[src/rtl/alu_pkg.sv]
// Shared constants for the ALU execute stage: one-hot op encodings, FSM states
// and flag bit positions.
package alu_pkg;

  localparam int OP_W = 12;

  localparam int OPB_AND     = 0;
  localparam int OPB_OR      = 1;
  localparam int OPB_NOT     = 2;
  localparam int OPB_XOR     = 3;
  localparam int OPB_NAND    = 4;
  localparam int OPB_NOR     = 5;
  localparam int OPB_XNOR    = 6;
  localparam int OPB_ADD     = 7;
  localparam int OPB_SUB     = 8;
  localparam int OPB_SHRIGHT = 9;
  localparam int OPB_SHLEFT  = 10;
  localparam int OPB_CLEAR   = 11;

  localparam logic [OP_W-1:0] OP_AND     = OP_W'(1) << OPB_AND;
  localparam logic [OP_W-1:0] OP_OR      = OP_W'(1) << OPB_OR;
  localparam logic [OP_W-1:0] OP_NOT     = OP_W'(1) << OPB_NOT;
  localparam logic [OP_W-1:0] OP_XOR     = OP_W'(1) << OPB_XOR;
  localparam logic [OP_W-1:0] OP_NAND    = OP_W'(1) << OPB_NAND;
  localparam logic [OP_W-1:0] OP_NOR     = OP_W'(1) << OPB_NOR;
  localparam logic [OP_W-1:0] OP_XNOR    = OP_W'(1) << OPB_XNOR;
  localparam logic [OP_W-1:0] OP_ADD     = OP_W'(1) << OPB_ADD;
  localparam logic [OP_W-1:0] OP_SUB     = OP_W'(1) << OPB_SUB;
  localparam logic [OP_W-1:0] OP_SHRIGHT = OP_W'(1) << OPB_SHRIGHT;
  localparam logic [OP_W-1:0] OP_SHLEFT  = OP_W'(1) << OPB_SHLEFT;
  localparam logic [OP_W-1:0] OP_CLEAR   = OP_W'(1) << OPB_CLEAR;

  localparam int FLAG_C = 0;
  localparam int FLAG_V = 1;
  localparam int FLAG_Z = 2;
  localparam int FLAG_N = 3;

  typedef enum logic {
    IDLE  = 1'b0,
    SHIFT = 1'b1
  } state_t;

  function automatic logic [3:0] pack_flags(input logic n, input logic z,
                                            input logic v, input logic c);
    logic [3:0] f;
    f         = '0;
    f[FLAG_N] = n;
    f[FLAG_Z] = z;
    f[FLAG_V] = v;
    f[FLAG_C] = c;
    return f;
  endfunction

endpackage

[src/rtl/alu_shifter.sv]
// Iterative one-bit-per-cycle logical shifter: work register plus down-counter.
// The shifted-out bit is only exposed when ALU_FLAGS_EN is defined.
module alu_shifter
  import alu_pkg::*;
#(
  parameter int WIDTH   = 16,
  parameter int SHAMT_W = 4
) (
  input  logic               clk,
  input  logic               rst_n,
  input  logic               start,
  input  logic               dir_left,
  input  logic [SHAMT_W-1:0] amt,
  input  logic [WIDTH-1:0]   din,
  output logic               done,
  output logic [WIDTH-1:0]   next_val
`ifdef ALU_FLAGS_EN
  ,
  output logic               last_out
`endif
);

  logic [WIDTH-1:0]   work;
  logic [SHAMT_W-1:0] cnt;
  logic               left;

  // done marks the cycle whose step produces the final value, so the caller
  // can capture next_val on the same edge the counter hits zero.
  assign done     = (cnt == SHAMT_W'(1));
  assign next_val = left ? {work[WIDTH-2:0], 1'b0} : {1'b0, work[WIDTH-1:1]};
`ifdef ALU_FLAGS_EN
  assign last_out = left ? work[WIDTH-1] : work[0];
`endif

  always_ff @(posedge clk) begin
    if (!rst_n) begin
      work <= '0;
      cnt  <= '0;
      left <= 1'b0;
    end else if (start) begin
      work <= din;
      cnt  <= amt;
      left <= dir_left;
    end else if (cnt != '0) begin
      work <= next_val;
      cnt  <= cnt - SHAMT_W'(1);
    end
  end

endmodule

[src/rtl/alu_exec_stage.sv]
// Registered ALU execute stage with valid/ready on both sides and iterative shifts.
// Define ALU_FLAGS_EN to compute and register {N,Z,V,C}; otherwise flags is tied to zero.
module alu_exec_stage
  import alu_pkg::*;
#(
  parameter int WIDTH   = 16,
  parameter int SHAMT_W = 4
) (
  input  logic             clk,
  input  logic             rst_n,
  input  logic             in_valid,
  output logic             in_ready,
  input  logic [OP_W-1:0]  op,
  input  logic [WIDTH-1:0] a,
  input  logic [WIDTH-1:0] b,
  output logic             out_valid,
  input  logic             out_ready,
  output logic [WIDTH-1:0] result,
  output logic [3:0]       flags,
  output logic             err
);

  state_t             state_q, state_d;
  logic               accept, op_legal, is_shift, start_shift, sh_done;
  logic [SHAMT_W-1:0] shamt;
  logic [WIDTH-1:0]   alu_res, sh_next;
`ifdef ALU_FLAGS_EN
  logic               sh_last;
`endif

  assign in_ready    = (state_q == IDLE) && (!out_valid || out_ready);
  assign accept      = in_valid && in_ready;
  assign op_legal    = (op != '0) && ((op & (op - OP_W'(1))) == '0);
  assign shamt       = b[SHAMT_W-1:0];
  assign is_shift    = (op == OP_SHRIGHT) || (op == OP_SHLEFT);
  assign start_shift = accept && is_shift && (shamt != '0);

  // Single-cycle datapath; zero-amount shifts pass a through, illegal ops give 0.
  always_comb begin
    alu_res = '0;
    case (op)
      OP_AND:              alu_res = a & b;
      OP_OR:               alu_res = a | b;
      OP_NOT:              alu_res = ~a;
      OP_XOR:              alu_res = a ^ b;
      OP_NAND:             alu_res = ~(a & b);
      OP_NOR:              alu_res = ~(a | b);
      OP_XNOR:             alu_res = ~(a ^ b);
      OP_ADD:              alu_res = a + b;
      OP_SUB:              alu_res = a - b;
      OP_SHRIGHT, OP_SHLEFT: alu_res = a;
      default:             alu_res = '0;
    endcase
  end

  alu_shifter #(
    .WIDTH   (WIDTH),
    .SHAMT_W (SHAMT_W)
  ) u_shifter (
    .clk      (clk),
    .rst_n    (rst_n),
    .start    (start_shift),
    .dir_left (op == OP_SHLEFT),
    .amt      (shamt),
    .din      (a),
    .done     (sh_done),
    .next_val (sh_next)
`ifdef ALU_FLAGS_EN
    ,
    .last_out (sh_last)
`endif
  );

  always_ff @(posedge clk) begin
    if (!rst_n) state_q <= IDLE;
    else        state_q <= state_d;
  end

  always_comb begin
    state_d = state_q;
    case (state_q)
      IDLE:    if (start_shift) state_d = SHIFT;
      SHIFT:   if (sh_done)     state_d = IDLE;
      default: state_d = IDLE;
    endcase
  end

  // Accepting a multi-cycle shift implies the slot was drained on that edge,
  // so out_valid drops until the shifter finishes.
  always_ff @(posedge clk) begin
    if (!rst_n) begin
      out_valid <= 1'b0;
      result    <= '0;
      err       <= 1'b0;
    end else if (state_q == SHIFT && sh_done) begin
      out_valid <= 1'b1;
      result    <= sh_next;
      err       <= 1'b0;
    end else if (accept && !start_shift) begin
      out_valid <= 1'b1;
      result    <= alu_res;
      err       <= !op_legal;
    end else if (accept || out_ready) begin
      out_valid <= 1'b0;
    end
  end

`ifdef ALU_FLAGS_EN
  logic [WIDTH:0] add_full;
  logic           alu_c, alu_v;
  logic [3:0]     alu_flags, sh_flags, flags_q;

  assign add_full = {1'b0, a} + {1'b0, b};

  always_comb begin
    alu_c = 1'b0;
    alu_v = 1'b0;
    case (op)
      OP_ADD: begin
        alu_c = add_full[WIDTH];
        alu_v = (a[WIDTH-1] == b[WIDTH-1]) && (alu_res[WIDTH-1] != a[WIDTH-1]);
      end
      OP_SUB: begin
        alu_c = (a < b);
        alu_v = (a[WIDTH-1] != b[WIDTH-1]) && (alu_res[WIDTH-1] != a[WIDTH-1]);
      end
      default: ;
    endcase
    alu_flags = op_legal ? pack_flags(alu_res[WIDTH-1], alu_res == '0, alu_v, alu_c)
                         : 4'b0000;
    sh_flags  = pack_flags(sh_next[WIDTH-1], sh_next == '0, 1'b0, sh_last);
  end

  always_ff @(posedge clk) begin
    if (!rst_n)                            flags_q <= 4'b0000;
    else if (state_q == SHIFT && sh_done)  flags_q <= sh_flags;
    else if (accept && !start_shift)       flags_q <= alu_flags;
  end

  assign flags = flags_q;
`else
  assign flags = 4'b0000;
`endif

endmodule

[config.mk]
export PLATFORM = sky130hd
export DESIGN_NAME = alu_exec_stage
export DESIGN_NICKNAME = d
export VERILOG_FILES = /design/src/rtl/alu_pkg.sv /design/src/rtl/alu_shifter.sv /design/src/rtl/alu_exec_stage.sv
export SDC_FILE = /design/constraint.sdc
export NUM_CORES = 1
export LEC_CHECK = 0
export BUFFER_PORTS_ARGS = -buffer_cell sky130_fd_sc_hd__buf_4
export CORE_MARGIN = 2
export CORE_UTILIZATION = 25
export CTS_BUF_LIST = sky130_fd_sc_hd__clkbuf_4
export CTS_CLUSTER_DIAMETER = 100
export CTS_CLUSTER_SIZE = 8
export DETAILED_ROUTE_END_ITERATION = 8
export GPL_TIMING_DRIVEN = 1
export PLACE_DENSITY_LB_ADDON = 0.2
export SLEW_MARGIN = 15
export SYNTH_ARGS = -nofsm -noshare
export SYNTH_HDL_FRONTEND = slang
export SYNTH_SLANG_ARGS = --single-unit
[constraint.sdc]
create_clock -name clk -period 5.1 [get_ports clk]
set_input_delay 0.255 -clock clk [delete_from_list [all_inputs] [get_ports clk]]
set_output_delay 0.255 -clock clk [all_outputs]
set_load 0.05 [all_outputs]
; Yosys cells after proc, flatten, opt, wreduce, memory -nomap -nowiden
; Index checks and enable logic that the tools add are counted.
; W data, S select, Z words.
[word_totals]
reg_bits = 40
out_inout_bits = 23
word_cells = 69
[classes]
add_sub_neg = 4
eq_ne = 12
mux = 14
bitwise = 10
reduce_logical = 22
[op_table]
columns = cell, count
row1 = $pmux W16 S10, 1
row2 = $mux W16, 5
row3 = $not A16 Y16, 4
row4 = $add A16 B16 Y16, 1
row5 = $and A16 B16 Y16, 1
row6 = $or A16 B16 Y16, 1
row7 = $sub A16 B16 Y16, 1
row8 = $xor A16 B16 Y16, 1
row9 = $and A12 B12 Y12, 1
row10 = $eq A12 B1 Y1 const B, 1
row11 = $eq A12 B10 Y1 const B, 1
row12 = $eq A12 B11 Y1 const B, 1
row13 = $eq A12 B2 Y1 const B, 1
row14 = $eq A12 B3 Y1 const B, 1
row15 = $eq A12 B4 Y1 const B, 1
row16 = $eq A12 B5 Y1 const B, 1
row17 = $eq A12 B6 Y1 const B, 1
row18 = $eq A12 B7 Y1 const B, 1
row19 = $eq A12 B8 Y1 const B, 1
row20 = $eq A12 B9 Y1 const B, 1
row21 = $logic_not A12 Y1, 1
row22 = $reduce_bool A12 Y1, 1
row23 = $sub A12 B1 Y12 const B, 1
row24 = $mux W4, 2
row25 = other kinds (12), 30

; Longest topological paths before layout
[depth]
word_depth = 10
depth_mapped = 15
mapped_depth_nobuf = 14

; By module
; A second synthesis with hierarchy kept.
[unflattened]
cells_unflattened = 657
area_unflattened_um2 = 4916.0
[modules_own_cells]
columns = mod, n_inst, cells_per_inst, area_each_um2, seq_area_each_um2
row1 = alu_exec_stage, 1, 535, 3762.4, 380.4
row2 = alu_shifter, 1, 122, 1153.6, 420.4

; Least setup slack after synthesis
; OpenSTA, ideal clock, no wires.
[synth_path]
path_type = input to register
start = in op[5]
end = reg result[12]
arrival_ns = 3.526
t_required_ns = 4.975
path_slack_ns = 1.449
path_stages = 15
path_cell_list = buf_2 -> nor4_2 -> nand2_1 -> nor4_1 -> clkbuf_1 -> nor2_1 -> xnor2_1 -> ha_1 -> a211oi_1 -> o211ai_1 -> a41o_1 -> a21o_1 -> a31oi_1 -> nor2_1 -> o41a_1
[synth_via]
elab_chain_cells = 7
[synth_rtl]
columns = item, line
row1 = "start, declared", alu_exec_stage.sv:13  ; input logic [OP_W-1:0] op,
row2 = "parallel branches: the longest is 7 deep, another holds $pmux W16 S10", -
row3 = "end signal, assigned", alu_exec_stage.sv:97  ; result <= sh_next;
row4 = "end signal, assigned", alu_exec_stage.sv:101  ; result <= alu_res;
row5 = "end, declared", alu_exec_stage.sv:18  ; output logic [WIDTH-1:0] result,
; Parallel ways; which one is timed is not known. The select of a mux whose other input is x is not followed.
; A chain may end at the register's enable or synchronous reset.

; Final worst setup path
[layout_path]
start = in op[2]
end = reg result[13]
; The elaborated chain is that of the path after synthesis.

==> results_dict.tcl <==
set metrics [dict create \
    crit_slowest_cell "or4b_1" \
    area_growth_pct 16.9 \
    synth_seq_area_share 0.166 \
    max_freq_mhz 282 \
    totalPowerFinal_uw 1380 \
    cp-start-kind "input port" \
    syn-mean-instance-area_um2 7.19 \
    synth_ff_type "dfxtp_1" \
    syn_area_um2 4830 \
    hp-class "input port to register" \
    cts.clk_slew.worst_paths_ps 130 \
    endpoint_kind "register" \
    drt_iter0_markers 386 \
    multiInputGateArea_um2 3720 \
    fin_setup_tns_ps 0 \
    rsz0062_at_grt "false" \
    max_stage_delay_ps 490 \
    via_count 5151 \
    cts_sinks 40 \
    p_leak_uw 0.00224 \
    die_h_um 143 \
    ios 71 \
    grt_max_degree 36 \
    crit_chain "buf_4 > nor3_2 > nand2_1 > nor4_2 > buf_4 > nor2_1 > xnor2_1 > ha_1 > o21a_1 > o31ai_1 > a311o_1 > a31oi_1 > a31oi_1 > or4b_1 > nand3_1" \
    numCtsBuffers 5 \
    synthMuxAreaShare 0.0521 \
    synthSimpleGateAreaFrac 0.248 \
    fillers 2062 \
    htree_levels 2 \
    synth_compound_area_frac 0.280 \
    min_period_ps 3540 \
    drv_slew 0 \
    max_slew_margin 0.221 \
    drive_above_1_share 0.138 \
    arrival_ps 3860 \
    seqCellArea_um2 801 \
    crit_type "input port to register" \
    hold_violations 0 \
    worst_pin_slew_ps 1160 \
    drc_errors 0 \
    fp-row-count 50 \
    io_buffers 66 \
    dr.pass1.iters 6 \
    start_util 0.256 \
    grt_use_total 0.175 \
    async_flop_share 0 \
    ir_drop_mv 0.147 \
    p_per_area_nw_per_um2 244 \
    cts_tree "yes" \
    ys_ff_latch 40 \
    drv_cap 0 \
    place.gp.congestion 0.857 \
    final_util 0.300 \
    cts_resized 0 \
    yosysWarnings 0 \
    grt_antenna_before_repair 0 \
    finClkSkew_ps 18.1 \
    synth_top_family_by_area "compound AO/OA/AOI/OAI gates" \
    core_area_um2 18800 \
    via_per_inst 5.28 \
    detail_route.wl_per_cell_um 18.5 \
    setup_viol 0 \
    die_w_um 143 \
    period_share 0.694 \
    cts_max_path_buffers 2 \
    synthXorXnorAreaFrac 0.0453 \
    synth_cell_types 72 \
    cts-root-buf "clkbuf_4" \
    grt_pass1_wl_mm 27.7 \
    nNetsFinal 815 \
    crit_fanout 11 \
    final_area_um2 5650 \
    hold_buffers 0 \
    diodes 0 \
    placedInstanceArea_um2 5570 \
    insertion_delay_ps 360 \
    dieArea_um2 20400 \
    grt_overflow 0 \
    synthAdderAreaFrac 0.136 \
    post_cts_buffers 0 \
    syn_inst 672 \
    postRouteAntennaNets 0 \
    critPathRequiredTime_ps 5420 \
    status "finished, final reports clean" \
    synth_edf_count 0 \
    grt_pass1_vias 4721 \
    dp_hpwl_mm 14.0 \
    drt-total-wl_mm 18.1 \
]
## cell families after synthesis
| kind of cell | after synthesis |
|---|---|
| AND/OR/NAND/NOR | 243 |
| XOR/XNOR | 25 |
| other | 1 |
| multiplexers | 25 |
| adder cells (fa/ha/maj) | 52 |
| flip-flops | 40 |
| AO/OA/AOI/OAI | 201 |
| buffers and inverters | 85 |
## path summary, 6_finish.rpt
| kind | from | endpoint | slack (ps) | cells after the start |
|---|---|---|---|---|
| worst max-delay path | op[2] | result[13] | 1560 | 15 |
| worst min register to register | u_shifter.work[15] | u_shifter.work[15] | 500 | 2 |
| worst max register to register | out_valid | result[13] | 2330 | 8 |
| worst min-delay path | a[14] | u_shifter.work[14] | 170 | 3 |
## cell usage in the layout, fill, tap and decap left out, types with 7 or more instances in the layout
cell type,n
xor2_1,7
dfxtp_1,40
or3_1,8
o31ai_1,7
inv_1,43
o221ai_1,10
nand3_1,22
nor3_1,21
nand2_1,45
o21ai_0,28
buf_4,74
xnor2_1,18
nor3b_1,10
mux2i_1,24
ha_1,51
a31oi_1,18
nor2_1,90
a21oi_1,51
a211oi_1,19
## final cells by class
type	count	share of cell area
clock buffer	6	0.00798
clock inverter	2	0.00621
inverter	44	0.0293
multi-input combinational	550	0.659
sequential	40	0.142
tap	260	0.0576
timing repair buffer	74	0.0984
## cells in the mapped netlist (4+ instances only)
master	number	area, um2
nor2_1	90	338
a21oi_1	51	255
ha_1	51	638
nand2_1	45	169
inv_1	43	161
dfxtp_1	40	801
clkbuf_1	30	113
o21ai_0	28	140
mux2i_1	24	240
nand3_1	22	110
nor3_1	21	105
a211oi_1	19	143
a31oi_1	18	113
xnor2_1	18	158
nor3b_1	10	75.1
o221ai_1	10	87.6
o31ai_1	8	60.1
or3_1	8	50.1
nor4_1	7	43.8
xor2_1	7	61.3
nand4_1	6	37.5
o21ai_1	6	30.0
o22ai_1	6	37.5
buf_2	5	25.0
nand2b_1	5	31.3
o211ai_1	5	37.5
o21a_1	5	37.5
or4_1	5	37.5
a21o_1	4	30.0
buf_4	4	30.0
o2111ai_1	4	35.0
o41ai_1	4	35.0
## per-layer routing
| metal | routed length (um) | GRT usage | share of wire | vias up |
|---|---|---|---|---|
| met5 | 0 | 0 | 0 | - |
| met4 | 247 | 0.0386 | 0.014 | 0 |
| met3 | 1010 | 0.0127 | 0.056 | 20 |
| met2 | 7750 | 0.266 | 0.43 | 176 |
| met1 | 9040 | 0.266 | 0.50 | 2408 |
| li1 | - | - | - | 2547 |
## sequential cells by signal, indices dropped and copies added (netlist names)
signal and cells:
state_q 1, out_valid 1, u_shifter.work 16, err 1, u_shifter.cnt 4, u_shifter.left 1
result 16
## worst max-delay path, delay by kind of cell
kind,cells,cell delay (ps)
AO/OA/AOI/OAI,5,1140
XOR/XNOR,1,130
adder cells (fa/ha/maj),1,360
buffers and inverters,2,370
AND/OR/NAND/NOR,6,1600
## power breakdown
part	leakage [uW]	switching, uW	internal [uW]	total (uW)
clock	0.0000456	112	108	220
combinational	0.00187	416	293	709
sequential	0.000327	61.6	387	449
total	0.00224	589	788	1380
## stage by stage
stage | std cells | worst slack (ps) | hold WS (ps)
6_report | 976 | 1560 | 174
5_1_grt | 976 | 1340 | 165
4_1_cts | 976 | 1610 | 153
3_5_place_dp | 968 | 1200 | 481
3_3_place_gp | 968 | 1180 | 476
2_1_floorplan | 675 | 1450 | 383
Note: power is estimated with default switching activity, not from simulation.
